==> src/rtl/qos_fuente.sv <==
// Transmit-side traffic source for the qos flow-control interface.
// Sends a programmed number of words per virtual channel, round-robin, honouring pausa/continuar.
module qos_fuente #(
    parameter int QUEUE_QUANTITY = 4,
    parameter int BUF_WIDTH      = 3,
    parameter int MAX_WORDS      = 15,
    localparam int CNT_W         = $clog2(MAX_WORDS + 1),
    localparam int VC_W          = $clog2(QUEUE_QUANTITY),
    localparam int TOT_W         = CNT_W + VC_W
) (
    input  logic                        clk,
    input  logic                        rst,
    input  logic                        enb,
    input  logic                        iniciar,
    input  logic [QUEUE_QUANTITY*CNT_W-1:0] cantidades,
    input  logic [QUEUE_QUANTITY-1:0]   pausa,
    input  logic [QUEUE_QUANTITY-1:0]   continuar,
    input  logic [QUEUE_QUANTITY-1:0]   error_full,
    output logic [VC_W-1:0]             vc_id,
    output logic [BUF_WIDTH:0]          data_word,
    output logic                        valido,
    output logic                        terminado,
    output logic                        error_tx,
    output logic [VC_W-1:0]             error_vc,
    output logic [TOT_W-1:0]            total_enviados
);

    typedef enum logic [2:0] {REPOSO, ENVIANDO, ESPERA, FIN, ERROR} estado_t;

    estado_t state, state_next;

    logic [CNT_W-1:0]          restante [QUEUE_QUANTITY];
    logic [BUF_WIDTH:0]        seq      [QUEUE_QUANTITY];
    logic [QUEUE_QUANTITY-1:0] bloqueado, bloqueado_next;
    logic [QUEUE_QUANTITY-1:0] elegible, pendiente;
    logic [VC_W-1:0]           puntero;
    logic                      iniciar_q;
    logic                      arranque;
    logic                      valido_q;
    logic                      cant_cero;
    logic                      found;
    logic [VC_W-1:0]           sel, sel_next, idx, err_idx;
    logic                      do_load, do_send, to_fin, to_err;

    assign arranque = iniciar & ~iniciar_q;
    assign valido   = valido_q & enb;
    assign sel_next = (sel == VC_W'(QUEUE_QUANTITY - 1)) ? '0 : sel + 1'b1;

    always_comb begin
        cant_cero = 1'b1;
        for (int i = 0; i < QUEUE_QUANTITY; i++) begin
            pendiente[i] = (restante[i] != '0);
            elegible[i]  = pendiente[i] & ~bloqueado[i] & ~pausa[i];
            if (cantidades[i*CNT_W +: CNT_W] != '0)
                cant_cero = 1'b0;
        end
    end

    // Round-robin pick starting at puntero; lowest set error bit for error_vc.
    always_comb begin
        found   = 1'b0;
        sel     = '0;
        idx     = '0;
        err_idx = '0;
        for (int k = 0; k < QUEUE_QUANTITY; k++) begin
            idx = VC_W'((int'(puntero) + k) % QUEUE_QUANTITY);
            if (!found && elegible[idx]) begin
                found = 1'b1;
                sel   = idx;
            end
        end
        for (int i = QUEUE_QUANTITY - 1; i >= 0; i--) begin
            if (error_full[i])
                err_idx = VC_W'(i);
        end
    end

    // A start clears the block mask, but a pausa in the same cycle still takes effect.
    always_comb begin
        bloqueado_next = do_load ? '0 : bloqueado;
        bloqueado_next = (bloqueado_next & ~(continuar & ~pausa)) | pausa;
    end

    always_comb begin
        state_next = state;
        do_load    = 1'b0;
        do_send    = 1'b0;
        to_fin     = 1'b0;
        to_err     = 1'b0;
        case (state)
            REPOSO, FIN: begin
                if (arranque) begin
                    do_load    = 1'b1;
                    state_next = cant_cero ? FIN : ENVIANDO;
                end
            end
            ENVIANDO: begin
                if (|error_full) begin
                    to_err     = 1'b1;
                    state_next = ERROR;
                end else if (!(|pendiente)) begin
                    to_fin     = 1'b1;
                    state_next = FIN;
                end else if (found) begin
                    do_send = 1'b1;
                end else begin
                    state_next = ESPERA;
                end
            end
            ESPERA: begin
                if (|error_full) begin
                    to_err     = 1'b1;
                    state_next = ERROR;
                end else if (|elegible) begin
                    state_next = ENVIANDO;
                end
            end
            ERROR: state_next = ERROR;
            default: state_next = REPOSO;
        endcase
    end

    always_ff @(posedge clk) begin
        if (rst) begin
            state          <= REPOSO;
            bloqueado      <= '0;
            puntero        <= '0;
            iniciar_q      <= 1'b0;
            valido_q       <= 1'b0;
            vc_id          <= '0;
            data_word      <= '0;
            terminado      <= 1'b0;
            error_tx       <= 1'b0;
            error_vc       <= '0;
            total_enviados <= '0;
            for (int i = 0; i < QUEUE_QUANTITY; i++) begin
                restante[i] <= '0;
                seq[i]      <= '0;
            end
        end else if (enb) begin
            state     <= state_next;
            iniciar_q <= iniciar;
            valido_q  <= do_send;
            if (state != ERROR)
                bloqueado <= bloqueado_next;
            if (do_load) begin
                puntero        <= '0;
                total_enviados <= '0;
                terminado      <= cant_cero;
                for (int i = 0; i < QUEUE_QUANTITY; i++) begin
                    restante[i] <= cantidades[i*CNT_W +: CNT_W];
                    seq[i]      <= '0;
                end
            end
            if (do_send) begin
                vc_id          <= sel;
                data_word      <= seq[sel];
                seq[sel]       <= seq[sel] + 1'b1;
                restante[sel]  <= restante[sel] - 1'b1;
                total_enviados <= total_enviados + 1'b1;
                puntero        <= sel_next;
            end
            if (to_fin)
                terminado <= 1'b1;
            if (to_err) begin
                error_tx <= 1'b1;
                error_vc <= err_idx;
            end
        end
    end

endmodule

==> config.mk <==
export PLATFORM = sky130hd
export DESIGN_NAME = qos_fuente
export DESIGN_NICKNAME = d
export VERILOG_FILES = /design/src/rtl/qos_fuente.sv
export SDC_FILE = /design/constraint.sdc
export NUM_CORES = 1
export LEC_CHECK = 0
export CAP_MARGIN = 30
export CORE_MARGIN = 4
export CORE_UTILIZATION = 50
export DETAILED_ROUTE_END_ITERATION = 6
export HOLD_SLACK_MARGIN = 0.06
export PLACE_DENSITY = 0.77
export SLEW_MARGIN = 20
export SYNTH_ARGS = -nofsm -noshare
export SYNTH_HDL_FRONTEND = slang
export SYNTH_SLANG_ARGS = --single-unit
==> constraint.sdc <==
create_clock -name clk -period 3.8 [get_ports clk]
set_clock_uncertainty 0.05 [all_clocks]
set_input_delay 0.38 -clock clk [delete_from_list [all_inputs] [get_ports clk]]
set_output_delay 0.38 -clock clk [all_outputs]
set_load 0.01 [all_outputs]
# ---- Word level (Yosys, flattened, before mapping)
# Memories as Yosys holds them, arrays and structs flattened.
# Cells that the tools add are included.
dict set report word_totals {
  output_inout_bits 17
  latch_bits 0
  mem_count 2
  mem_bits_ro 0
  ram_bits 32
  in_bits 32
  regBits 27
}
# name depth width read_ports rd_clocked_by_memory_dff write_ports line
set memory_table {}
lappend memory_table {restante 4 4 5 0 4 32} ;# logic [CNT_W-1:0] restante [QUEUE_QUANTITY];
lappend memory_table {seq 4 4 1 0 4 33} ;# logic [BUF_WIDTH:0] seq [QUEUE_QUANTITY];
dict set report op_classes {
  reduce_logical 30
  muxes 75
  n_mul 0
  shifts 0
  order_cmp 4
  bitwise_logic 32
  addsub 7
  eq_ne 9
  div 0
}
# cell count
set ops {}
lappend ops {{two-way mux 4 bit} 11}
lappend ops {{two-way mux 1 bit} 37}
lappend ops {{nonzero test 4 bit} 8}
lappend ops {{two-way mux 2 bit} 14}
lappend ops {{OR reduction 4 bit} 5}
lappend ops {{two-way mux 3 bit} 6}
lappend ops {{less-than comparator 2 x 3 -> 1 bit, second input constant} 4}
lappend ops {{two-way mux 6 bit} 2}
lappend ops {{case mux 3 bit (4 select lines)} 1}
lappend ops {{bitwise AND 1 bit} 10}
lappend ops {{AND reduction 2 bit} 5}
lappend ops {{NOT 1 bit} 9}
lappend ops {{bitwise AND 4 bit} 2}
lappend ops {{binary-select mux 1 bit (select 2 bit)} 4}
lappend ops {{NOT 4 bit} 2}
lappend ops {{OR 1 bit} 8}
lappend ops {{adder 6 x 1 -> 6 bit, second input constant} 1}
lappend ops {{== test 3 x 2 -> 1 bit, second input constant} 2}
lappend ops {{inequality test 3 bit, second input constant} 2}
lappend ops {{adder 2 x 1 -> 2 bit, second input constant} 2}
lappend ops {{adder 2 bit, second input constant} 2}
lappend ops {{adder 4 x 1 -> 4 bit, second input constant} 1}
lappend ops {{inequality test 4 bit, second input constant} 1}
lappend ops {{OR 4 bit} 1}
lappend ops {{other kinds (11)} 17}

# ---- Longest topological paths before layout
# Gate-level depths: netlist of the first run.
dict set report logic_depth {
  word_depth 25
  ltp_mapped 10
  mapped_depth_nobuf 9
}

# ---- Worst setup path before layout of the first run
# No wires, ideal clock.
dict set report synth_timing {
  path_type {reg2reg}
  startpoint {mem restante[1][1] in the netlist's numbering}
  endpoint {mem restante[0][2] in the netlist's numbering (data pin)}
  arrival_ns 2.443
  setup_slack_ns 1.041
  t_required_ns 3.484
  setup_ns 0.266
  period_less_slack_ns 2.759
  stages_incl_launch_ff 11
  path_cell_list {edfxtp_1 nor4_1 o32ai_1 a21boi_0 o22a_1 buf_2 mux2i_1 inv_1 ha_1 xnor2_1 o21ai_0}
}
# element line
set synth_rtl {}
lappend synth_rtl {{start: declaration} 32}

==> results.md, run 1 <==
Outcome:
- The flow ran to the end, and the final reports show no timing, DRC or antenna violations.

Critical path:
- The category of the critical setup timing path is register to register.
- The endpoint required time on the critical path is roughly 3.8 ns.
- Counting cells, the worst reg-to-reg path comes to 9.
- The element type at the critical path end is a register.
- Along the worst path, the maximum fanout reaches 14.
- The data arrival time of the critical path is 3.39 ns.
- The reg-to-reg endpoint is restante[1][2].
- In this run the critical register-to-register path is launched from restante[1][1].
- Setup slack on the worst reg-to-reg path comes out at ~0.43 ns.
- The worst setup path is launched from a register.

Global routing:
- The number of antenna violations at the first check in global routing came to 0.
- The leftover overflow at the end of global routing is 0.
- The first global-routing pass estimated between 10 and 15 mm of wire.
- The via count of the first global-routing pass was about 2600.
- Global routing used 21.19% of the available tracks across all layers.
- The maximum number of pins on one net before global-route repair is 28.

Layout:
- 0 antenna diodes ended up in the layout.
- After the last flow step, the layout net total stands at between 400 and 500.
- The area growth from synthesis to layout is 26.10%.
- In the layout the commonest cells are nor2_1, clkdlybuf4s50_1, edfxtp_1.
- The share of layout cells above drive strength 1 is 9.309%.

Synthesis:
- In this run, synthesis inferred 32 flip-flops with an integrated enable.
- In this run, synthesis produced a sequential element count of ~60.
- Yosys printed 0 warnings.
- The synthesized netlist occupies a cell area of 3083 um^2.
- The post-synthesis sequential area ratio is about half.
- Synthesis produced a netlist whose cell count is 312.
- The net count of the mapped netlist is around 350.
- The prevailing post-synth register cell is edfxtp_1.
- The synthesized netlist contains 48 unique library cells.
- In this run the mean area of a mapped cell was slightly below 10 um^2.
- Yosys attributes the largest share of cell area to edfxtp_1, dfxtp_1, mux2i_1.
- The largest total area in the synthesized netlist belongs to edfxtp_1.
- Of the post-synthesis cell area, the dominant cell type holds between 30% and 40%.
- For this run, asynchronously set or reset flops after synthesis account for 0%.

Drt:
- The number of vias after detailed routing is between 2000 and 3000.
- In the final routing, the length of wire on met1 measures between 3 and 4 mm.
- Dividing the detail-routed wire length by the instance count gives about 17 um.
- The post-detailed-route count of antenna-violating nets is 0.
- The first routing iteration left between 150 and 200 violations.
- After detailed routing, the number of remaining DRC violations is 0.
- The highest layer touched by signal routing is met4.
- The via density per instance is ~5.7.
- The amount of wire on met3 after detailed routing is roughly 360 um.
- After detailed routing, the total wire length is ~7.5 mm.
- The first-pass iteration count of the detailed router is 4.
- The met2 wire length is roughly 3.8 mm.

Clock tree:
- The number of buffers created by CTS is 9.
- The number of buffers on the longest clock path is 2.
- For this design, the CTS-stage hold fixing added 0 buffers.
- The maximum level of the CTS H-tree is 3.
- Clock latency on the worst-skew pair, taken at its later pin, is between 0.3 and 0.4 ns.
- In this run the post-CTS setup repair buffer count came out at 0.
- The clock transition at the registers of the reported paths is 0.06 ns.
- The number of clock sinks is 59.
- Post-CTS repair changed the size of 0 cells.
- The TritonCTS clock tree is built.
- The tree is rooted in a clkbuf_8.

Timing:
- The number of slew-limit violations in the final report came to 0.
- For this run, the top clock speed supported by timing is 297.0 MHz.
- The setup TNS is 0 ns.
- The final critical-path required period is roughly 3.4 ns.
- Setup violations remaining at the end of the flow were counted as 0.
- The post-route fraction of the period consumed by the critical path is between 80% and 90%.
- The worst pin sits at a relative slew slack of a little over half.
- Setup repair after global routing left no endpoint under its margin.
- The worst hold slack is roughly 0.41 ns.
- The count of endpoints failing hold in the final timing report is 0.
- At the pin with the least slew margin, the transition time is 0.6921 ns.

Place:
- The HPWL reported at the end of detailed placement is approximately 5.6 mm.
- At the end of routability-driven placement, the weighted congestion stood at roughly 0.92.
- The number of port buffers is 48.

Floorplan:
- For this design the top-level I/O count stands at between 40 and 50.
- The horizontal extent of the die is about 87 um.
- The floorplan die area is around 7500 um^2.
- Row generation in the floorplan step produced 28 rows.
- The overall die height is about 87 um.
- The area inside the core boundary is just under 6000 um^2.
- For this configuration, the core starts out at a cell density of between 50% and 60%.

Power and ir drop:
- The maximum vdd drop is ~0.32 mV.
- In this run the power density over the cells is 393.4 nW/um^2.
- In this run the static leakage power is 1.539 nW.

Hold path:
- The endpoint with the worst hold slack is valido_q.
- The startpoint of the worst hold path is valido_q.
- The number of cells on the worst hold path is 2.
- The path class of the tightest hold or removal check is register to register.

Flow run:
- The number of max-cap violations is 0.
## routing by layer
layer  vias to the layer above  GRT usage [%]
met4                         0          7.507
li1                       1255              -
met2                        71          36.79
met5                         -              0
met3                        10          5.323
met1                      1257          25.41
## report_power, final
part	total (mW)	switching (mW)	internal, mW
sequential	0.730	0.0236	0.707
combinational	0.281	0.157	0.124
clock	0.519	0.230	0.289
## worst max-delay path, cell delays in order, from the launching register on
cell and delay [ns]:
edfxtp_1 0.39, nor4_1 0.55, nor3_1 0.16, a21oi_1 0.17, o22a_1 0.62, mux2i_1 0.43, inv_1 0.09, ha_1 0.20
xnor2_1 0.28, o21ai_0 0.16
## how the worst max path moves through the flow
stage | slack (ns) | depth (start not counted) | from | to
3_5_place_dp | 0.31 | 11 | pausa[2] | restante[1][2]
6_report | 0.43 | 9 | restante[1][1] | restante[1][2]
5_1_grt | 0.13 | 9 | restante[1][1] | restante[3][2]
3_3_place_gp | 0.39 | 11 | pausa[2] | restante[0][2]
2_1_floorplan | 1.04 | 10 | restante[1][1] | restante[0][2]
4_1_cts | 0.43 | 9 | restante[1][1] | restante[3][2]
## cells in the mapped netlist (all sizes together), types with 4 or more instances
| library cell | n |
|---|---|
| nor2 | 48 |
| edfxtp | 32 |
| mux2i | 30 |
| dfxtp | 27 |
| nand2 | 23 |
| o21ai | 18 |
| inv | 15 |
| a21oi | 14 |
| clkbuf | 9 |
| nor4 | 9 |
| ha | 7 |
| nor3 | 7 |
| nand3 | 6 |
| a22oi | 5 |
| nand2b | 5 |
| or4 | 5 |
| a32o | 4 |
| or3 | 4 |
| xor2 | 4 |
## final cells by class
type	instances	area, um^2
repair buffers	61	578.1
well taps	75	93.84
clock buffers	13	170.2
multi-input cells	226	1478
fillers	501	2068
inverters	15	56.30
clock inverters	2	10.01
flip-flops and latches	59	1501
## state kept, by name (all words and copies together), names as in the netlist, 2 cells and up
signal	count
error_vc	2
state	3
restante	16
total_enviados	6
puntero	2
data_word	4
vc_id	2
bloqueado	4
seq	16
## cells by family (layout without fill, tap and decap cells)
| logic type | Yosys count | after routing | synth area share (%) |
|---|---|---|---|
| adder cells (fa/ha/maj) | 7 | 7 | 2.841 |
| AO/OA/AOI/OAI | 60 | 60 | 12.66 |
| buffers and inverters | 27 | 91 | 3.612 |
| XOR/XNOR | 6 | 6 | 1.705 |
| flip-flops | 59 | 59 | 48.70 |
| multiplexers | 33 | 33 | 10.84 |
| AND/OR/NAND/NOR | 120 | 120 | 19.64 |
## metrics by stage
stage	power, mW	cells	area [um^2]	setup WS, ns	utilization [%]
floorplan	0.9198	312	3083	1.041	-
global placement	1.013	436	3707	0.3942	62.25
detailed placement	1.021	436	3707	0.3112	62.25
CTS	1.538	451	3887	0.4341	65.27
global route	1.600	451	3887	0.1299	65.27
finish	1.529	451	3887	0.4325	65.27
No activity file was read; power rests on OpenSTA's default activity.
==> run 2: changes to the inputs <==
Settings changed: CORE_ASPECT_RATIO set to 1.5.
==> results.md, run 2 (same netlist as run 1, synthesis figures left out) <==
Outcome:
- The flow ran to the end, and the final reports show no timing, DRC or antenna violations.

Power and ir drop:
- The leakage power is 1.523 nW.
- The maximum vdd drop is 0.2291 mV.
- Power spread over the standard cell area amounts to approximately 390 nW/um^2.

Clock tree:
- At the later pin of the worst-skew pair, clock insertion delay measures around 0.34 ns.
- In this run the number of H-tree levels came out at 3.
- TritonCTS built the clock tree.
- The post-cts repair resize count is 0.
- In this run the clock root is driven by a clkbuf_8.
- The number of buffers on the longest clock path is 2.
- After clock tree synthesis, the clock-pin slew on the worst setup and hold paths is roughly 0.070 ns.
- The number of buffers added for setup after CTS is 0.
- The number of buffers created by CTS is 9.
- Buffers inserted to repair hold after CTS numbered 0.
- The number of clock sinks is 59.

Critical path:
- Counting both buffers and inverters, the worst setup path holds a total of 1.
- By startpoint and endpoint, the worst setup path is classified as register to register.
- The signal on the critical path passes through nor4_1 -> nor3_1 -> a21oi_1 -> o22a_1 -> mux2i_1 -> inv_1 -> ha_1 -> xnor2_1 -> o21ai_0.
- The endpoint required time on the critical path is around 3.8 ns.
- The reg-to-reg endpoint is restante[2][2].
- The worst setup path is launched from a register.
- The worst register-to-register path has a depth of 9.
- The slowest stage of the critical path belongs to the cell o22a_1.
- The maximum fanout count along the critical path is 14.
- On the worst path, the slowest cell contributes a delay of 0.60 ns.
- The worst setup path is captured at a register.
- Setup slack on the worst reg-to-reg path comes out at 0.36 ns.
- The data arrival time of the critical path is about 3.5 ns.
- The startpoint identified for the worst register-to-register timing path is restante[1][1].
- The cell family contributing the most delay on the critical path is compound AO/OA/AOI/OAI gates.

Floorplan:
- The area inside the core boundary is just under 6000 um^2.
- The floorplan die area is about 7500 um^2.
- During I/O placement, the number of pins put on the boundary was just under 50.
- In this run the vertical extent of the chip is 104.2 um.
- The effective utilization at floorplan is 52.14%.
- The floorplan has 34 rows.
- The floorplan step set the die width to around 72 um.

Timing:
- The setup TNS is 0 ns.
- For the pin with the worst max-slew slack, the measured transition is 0.6730 ns.
- Setup repair after global routing left no endpoint under its margin.
- The final critical-path required period is 3.437 ns.
- Headroom to the max-slew limit came out at 55.14%.
- The count of endpoints failing hold in the final timing report was 0.
- Setup violations remaining at the end of the flow were counted as 0.
- The number of slew-limit violations in the final report is 0.
- The worst path uses roughly nine tenths of the clock period.
- The achievable frequency is 291.0 MHz.

Hold path:
- In this run the most critical hold path is launched from valido_q.
- The endpoint with the worst hold slack is valido_q.
- The worst hold path belongs to the class register to register.
- Along the worst hold path, the cell count comes to 2.

Drt:
- The first-pass iteration count of the detailed router is 5.
- The detailed router's first-iteration violation count is around 130.
- Summed over all layers, the routed wires come to 7.147 mm.
- Once detail routing completed, the nets flagged for antenna violations numbered 0.
- The residual DRC count is 0.
- Dividing the detail-routed via count by the number of cells gives 5.694.
- The routed layout has roughly 2600 vias.
- In the final routed layout, each cell accounts on average for 15.95 um.

Global routing:
- The number of antenna violations at the first check in global routing is 0.
- For this run the aggregate overflow at the end of global routing stands at 0.
- The maximum number of pins on one net before global-route repair is 28.
- The first global-routing pass estimated 11.29 mm of wire.
- The via count of the first global-routing pass is 2499.
- Global routing consumed, over all layers together, 19.30% of the routing resources.

Place:
- The congestion estimate from routability-driven global placement came to 0.8638.
- After legalization and detailed placement, the total HPWL measured about 5.4 mm.
- The number of port buffers is 48.
- After detailed placement, the total cell area comes to between 3000 and 4000 um^2.

Layout:
- The count of antenna diodes in the layout is 0.
- In the layout the commonest cells are nor2_1, clkdlybuf4s50_1, edfxtp_1.
- Cells fill 65.26% of the core in the end.
- The post-synthesis to final-layout area growth is 25.16%.
- Summing all non-filler instances in the final layout gives an area of between 3000 and 4000 um^2.
- The largest registers in the layout are restante: 16 flops, seq: 16 flops, total_enviados: 6 flops.
- At the end of the flow, the number of nets in the layout was between 400 and 500.
- The number of filler instances in the final layout is 484.
- Cells with a size suffix above 1 make up under 10% of the layout.

Flow run:
- The number of max-cap violations is 0.
run 2: changes by cell type in the layout (fill, tap and decap cells not counted), sizes merged:
cell / change
buf: -1
clkbuf: -2
clkinv: +2
clkinvlp: +1
run 2: worst max-delay path by stage:
stage	from	endpoint	slack, ns	cells after the start
floorplan	restante[1][1]	restante[0][2]	1.04	10
global placement	pausa[2]	restante[0][2]	0.36	11
detailed placement	pausa[2]	restante[1][2]	0.23	11
CTS	restante[1][1]	restante[1][2]	0.43	9
global route	restante[1][1]	restante[0][2]	0.02	9
finish	restante[1][1]	restante[2][2]	0.36	9
run 2: final cells by class:
type | instances | area, um^2 | area share [%]
tap | 72 | 90.09 | 2.335
sequential | 59 | 1501 | 38.91
clock inverter | 5 | 31.28 | 0.8106
timing repair buffer | 60 | 570.5 | 14.79
multi-input combinational | 226 | 1478 | 38.29
inverter | 15 | 56.30 | 1.459
clock buffer | 11 | 131.4 | 3.405
run 2: power breakdown:
part | switching [mW] | internal (mW) | total (mW)
registers | 0.0224 | 0.706 | 0.728
clock network | 0.248 | 0.234 | 0.482
logic | 0.159 | 0.124 | 0.283
total | 0.429 | 1.06 | 1.49
run 2: through the flow:
step | worst slack, ns | total power, mW | hold WS, ns | instances
3_3_place_gp | 0.3605 | 1.013 | 0.3912 | 432
3_5_place_dp | 0.2270 | 1.023 | 0.3962 | 432
4_1_cts | 0.4270 | 1.499 | 0.4047 | 448
6_report | 0.3634 | 1.493 | 0.4019 | 448
2_1_floorplan | 1.041 | 0.9198 | 0.3817 | 312
5_1_grt | 0.02210 | 1.553 | 0.4348 | 448
run 2: routing by layer:
| metal | track usage [%] | vias to the layer above | routed length (um) |
|---|---|---|---|
| met4 | 11.16 | 0 | 184 |
| met2 | 34.03 | 85 | 3731 |
| li1 | - | 1263 | - |
| met3 | 2.901 | 19 | 385 |
| met1 | 21.17 | 1184 | 2847 |
| met5 | 0 | - | 0 |
run 2: worst register-to-register path: cells and delay by family, from the launching register on:
kind	cells	cell delay [ns]
AO/OA/AOI/OAI	3	0.91
AND/OR/NAND/NOR	2	0.74
multiplexers	1	0.48
flip-flops	1	0.41
XOR/XNOR	1	0.30
adder cells (fa/ha/maj)	1	0.21
buffers and inverters	1	0.08
==> run 3: changes to the inputs <==
Settings changed: PLACE_DENSITY 0.77 to 0.86.
==> results.md, run 3 (same netlist as run 1, synthesis figures left out) <==
Clock tree:
- Once the clock tree was built, the resizer swapped 0 gates to a different size.
- The number of buffers created by CTS is 9.
- The number of buffers added for setup after CTS is 0.
- In this run the deepest clock path goes through 2 buffers.
- The hold-fix buffer count after cts is 0.
- The maximum level of the CTS H-tree is 3.
- The TritonCTS clock tree is built.
- The number of clock sinks is 59.
- The clock insertion delay at the later pin of the skew report is ~0.34 ns.
- The clock root buffer is clkbuf_8.
- The clock transition at the registers of the reported paths is 0.07 ns.

Floorplan:
- During I/O placement, the number of pins put on the boundary was 49.
- The horizontal extent of the die is 72.12 um.
- After floorplanning, the core was divided into 34 placement rows.
- The core region is between 5000 and 6000 um^2.
- The overall die height is roughly 100 um.
- The floorplan die area is around 7500 um^2.
- The effective utilization at floorplan is a little over half.

Layout:
- The largest registers in the layout are restante: 16 flops, seq: 16 flops, total_enviados: 6 flops.
- The layout has 456 filler cells.
- The count of placed standard cells in the final layout, fillers left out is ~450.
- From synthesis to final layout, the design area changed by 27.23%.
- The count of antenna diodes in the layout is 0.
- After the last flow step, the layout net total stands at ~400.
- The share of layout cells above drive strength 1 is a little under a tenth.
- In the layout the commonest cells are nor2_1, clkdlybuf4s50_1, edfxtp_1.

Critical path:
- The element type at the critical path end is a register.
- The worst setup path is of the register to register kind.
- Along the worst path, the maximum fanout reaches 14.
- STA puts the critical path data required time at ~3.8 ns.
- Walking the worst path, the cells encountered are nor4_1 -> nor3_1 -> a21oi_1 -> o22a_1 -> mux2i_1 -> inv_1 -> ha_1 -> xnor2_1 -> o21ai_0.
- Data arrives at the worst endpoint at about 3.5 ns.
- The cell family contributing the most delay on the critical path is compound AO/OA/AOI/OAI gates.
- In this run the number of cells on the critical path is 9.
- The critical path ends at restante[0][2].
- The delay contributed by the slowest stage of the critical path is ~0.6 ns.
- Setup slack on the worst reg-to-reg path comes out at roughly 0.33 ns.
- The worst register-to-register path ends at restante[0][2].
- The reg-to-reg critical path startpoint is restante[1][1].
- The largest individual stage delay along the critical path comes from the cell nor4_1.
- The worst setup path startpoint is restante[1][1].
- The startpoint class of the critical path is a register.
- Together, buffers and inverters on the worst path number 1.
- The worst reg2reg path depth is 9.

Global routing:
- The via count of the first global-routing pass is roughly 2700.
- Entering global routing, the biggest net connects 28 pins.
- For this run the aggregate overflow at the end of global routing stands at 0.
- Across every metal layer, demand over resource in global routing totals 21.28%.
- The number of antenna violations at the first check in global routing is 0.
- The first global-routing pass estimated about 13 mm of wire.

Power and ir drop:
- The leakage power is approximately 1.6 nW.
- The maximum vdd drop is ~0.30 mV.
- For this design the ratio of total power to cell area is 419.7 nW/um^2.
- The sum of internal, switching and leakage power is approximately 1.6 mW.

Outcome:
- The flow ran to the end, and the final reports show no timing, DRC or antenna violations.

Place:
- Routability-driven placement finished with a final weighted congestion of approximately 0.90.
- The number of placed instances with taps included is around 430.
- The number of port buffers is 48.
- After legalization and detailed placement, the total HPWL measured about 5.4 mm.

Timing:
- The slew at the pin with the worst max-slew slack is about 0.64 ns.
- The worst path uses 91.43% of the clock period.
- The final critical-path required period is 3.474 ns.
- The achievable frequency is approximately 290 MHz.
- Summed over all failing endpoints, the final setup total negative slack is 0 ns.
- The count of endpoints failing hold in the final timing report is 0.
- The number of slew-limit violations in the final report is 0.
- Setup violations remaining at the end of the flow were counted as 0.
- Setup repair after global routing left no endpoint under its margin.
- The worst pin sits at a relative slew slack of between 50% and 60%.

Drt:
- The first-pass iteration count of the detailed router is 6.
- The detail route stage leaves a number of antenna-violating nets equal to 0.
- After the first detailed-routing iteration, the DRC count stood at between 200 and 250.
- The wire length per cell is around 16 um.
- The routed layout has around 2600 vias.
- After detailed routing, the number of remaining DRC violations is 0.
- Dividing the detail-routed via count by the number of cells gives between 5 and 6.
- The routed design has between 7 and 8 mm of wire.

Hold path:
- In this run the most critical hold path is launched from valido_q.
- The min-delay analysis places its worst path in the category register to register.

Flow run:
- The number of max-cap violations is 0.
==> run 3: tightest hold or removal path: cells and delay by family (launching register included) <==
family,cells,cell delay [ns]
AO/OA/AOI/OAI,1,0.05
AND/OR/NAND/NOR,1,0.05
flip-flops,1,0.30
==> run 3: per-layer routing <==
| layer | vias to the layer above | global-route usage [%] | wire, um |
|---|---|---|---|
| met3 | 20 | 5.609 | 512 |
| li1 | 1258 | - | - |
| met1 | 1248 | 22.11 | 2687 |
| met4 | 0 | 10.48 | 218 |
| met2 | 99 | 38.07 | 3953 |
| met5 | - | 0 | 0 |
==> run 3: cell type report <==
| type | instances | area (um^2) | share of cell area [%] |
|---|---|---|---|
| multi-input cells | 226 | 1478 | 37.67 |
| clock buffers | 12 | 145.1 | 3.700 |
| inverters | 15 | 56.30 | 1.435 |
| flip-flops and latches | 59 | 1501 | 38.28 |
| repair buffers | 61 | 578.1 | 14.74 |
| well taps | 72 | 90.09 | 2.297 |
| clock inverters | 4 | 73.82 | 1.882 |
==> run 3: through the flow <==
| stage | hold WS [ns] | instance area, um^2 | utilization [%] | setup WS (ns) |
|---|---|---|---|---|
| final | 0.4027 | 3923 | 66.34 | 0.3256 |
| after global routing | 0.4353 | 3923 | 66.34 | 0.05476 |
| after detailed placement | 0.3949 | 3704 | 62.63 | 0.2217 |
| after CTS | 0.4039 | 3923 | 66.34 | 0.3563 |
| after floorplan | 0.3817 | 3083 | - | 1.041 |
| after global placement | 0.3918 | 3704 | 62.63 | 0.3557 |
==> run 3: worst min-delay path by stage <==
stage                to  slack, ns  cells after the start
2_1_floorplan  valido_q       0.38                      2
3_3_place_gp   valido_q       0.39                      2
3_5_place_dp   valido_q       0.39                      2
4_1_cts        valido_q       0.40                      2
5_1_grt        valido_q       0.44                      2
6_report       valido_q       0.40                      2
==> run 3: report_power, final <==
group | internal, mW | switching [mW]
Sequential | 0.706 | 0.0224
Clock | 0.388 | 0.247
Combinational | 0.124 | 0.159
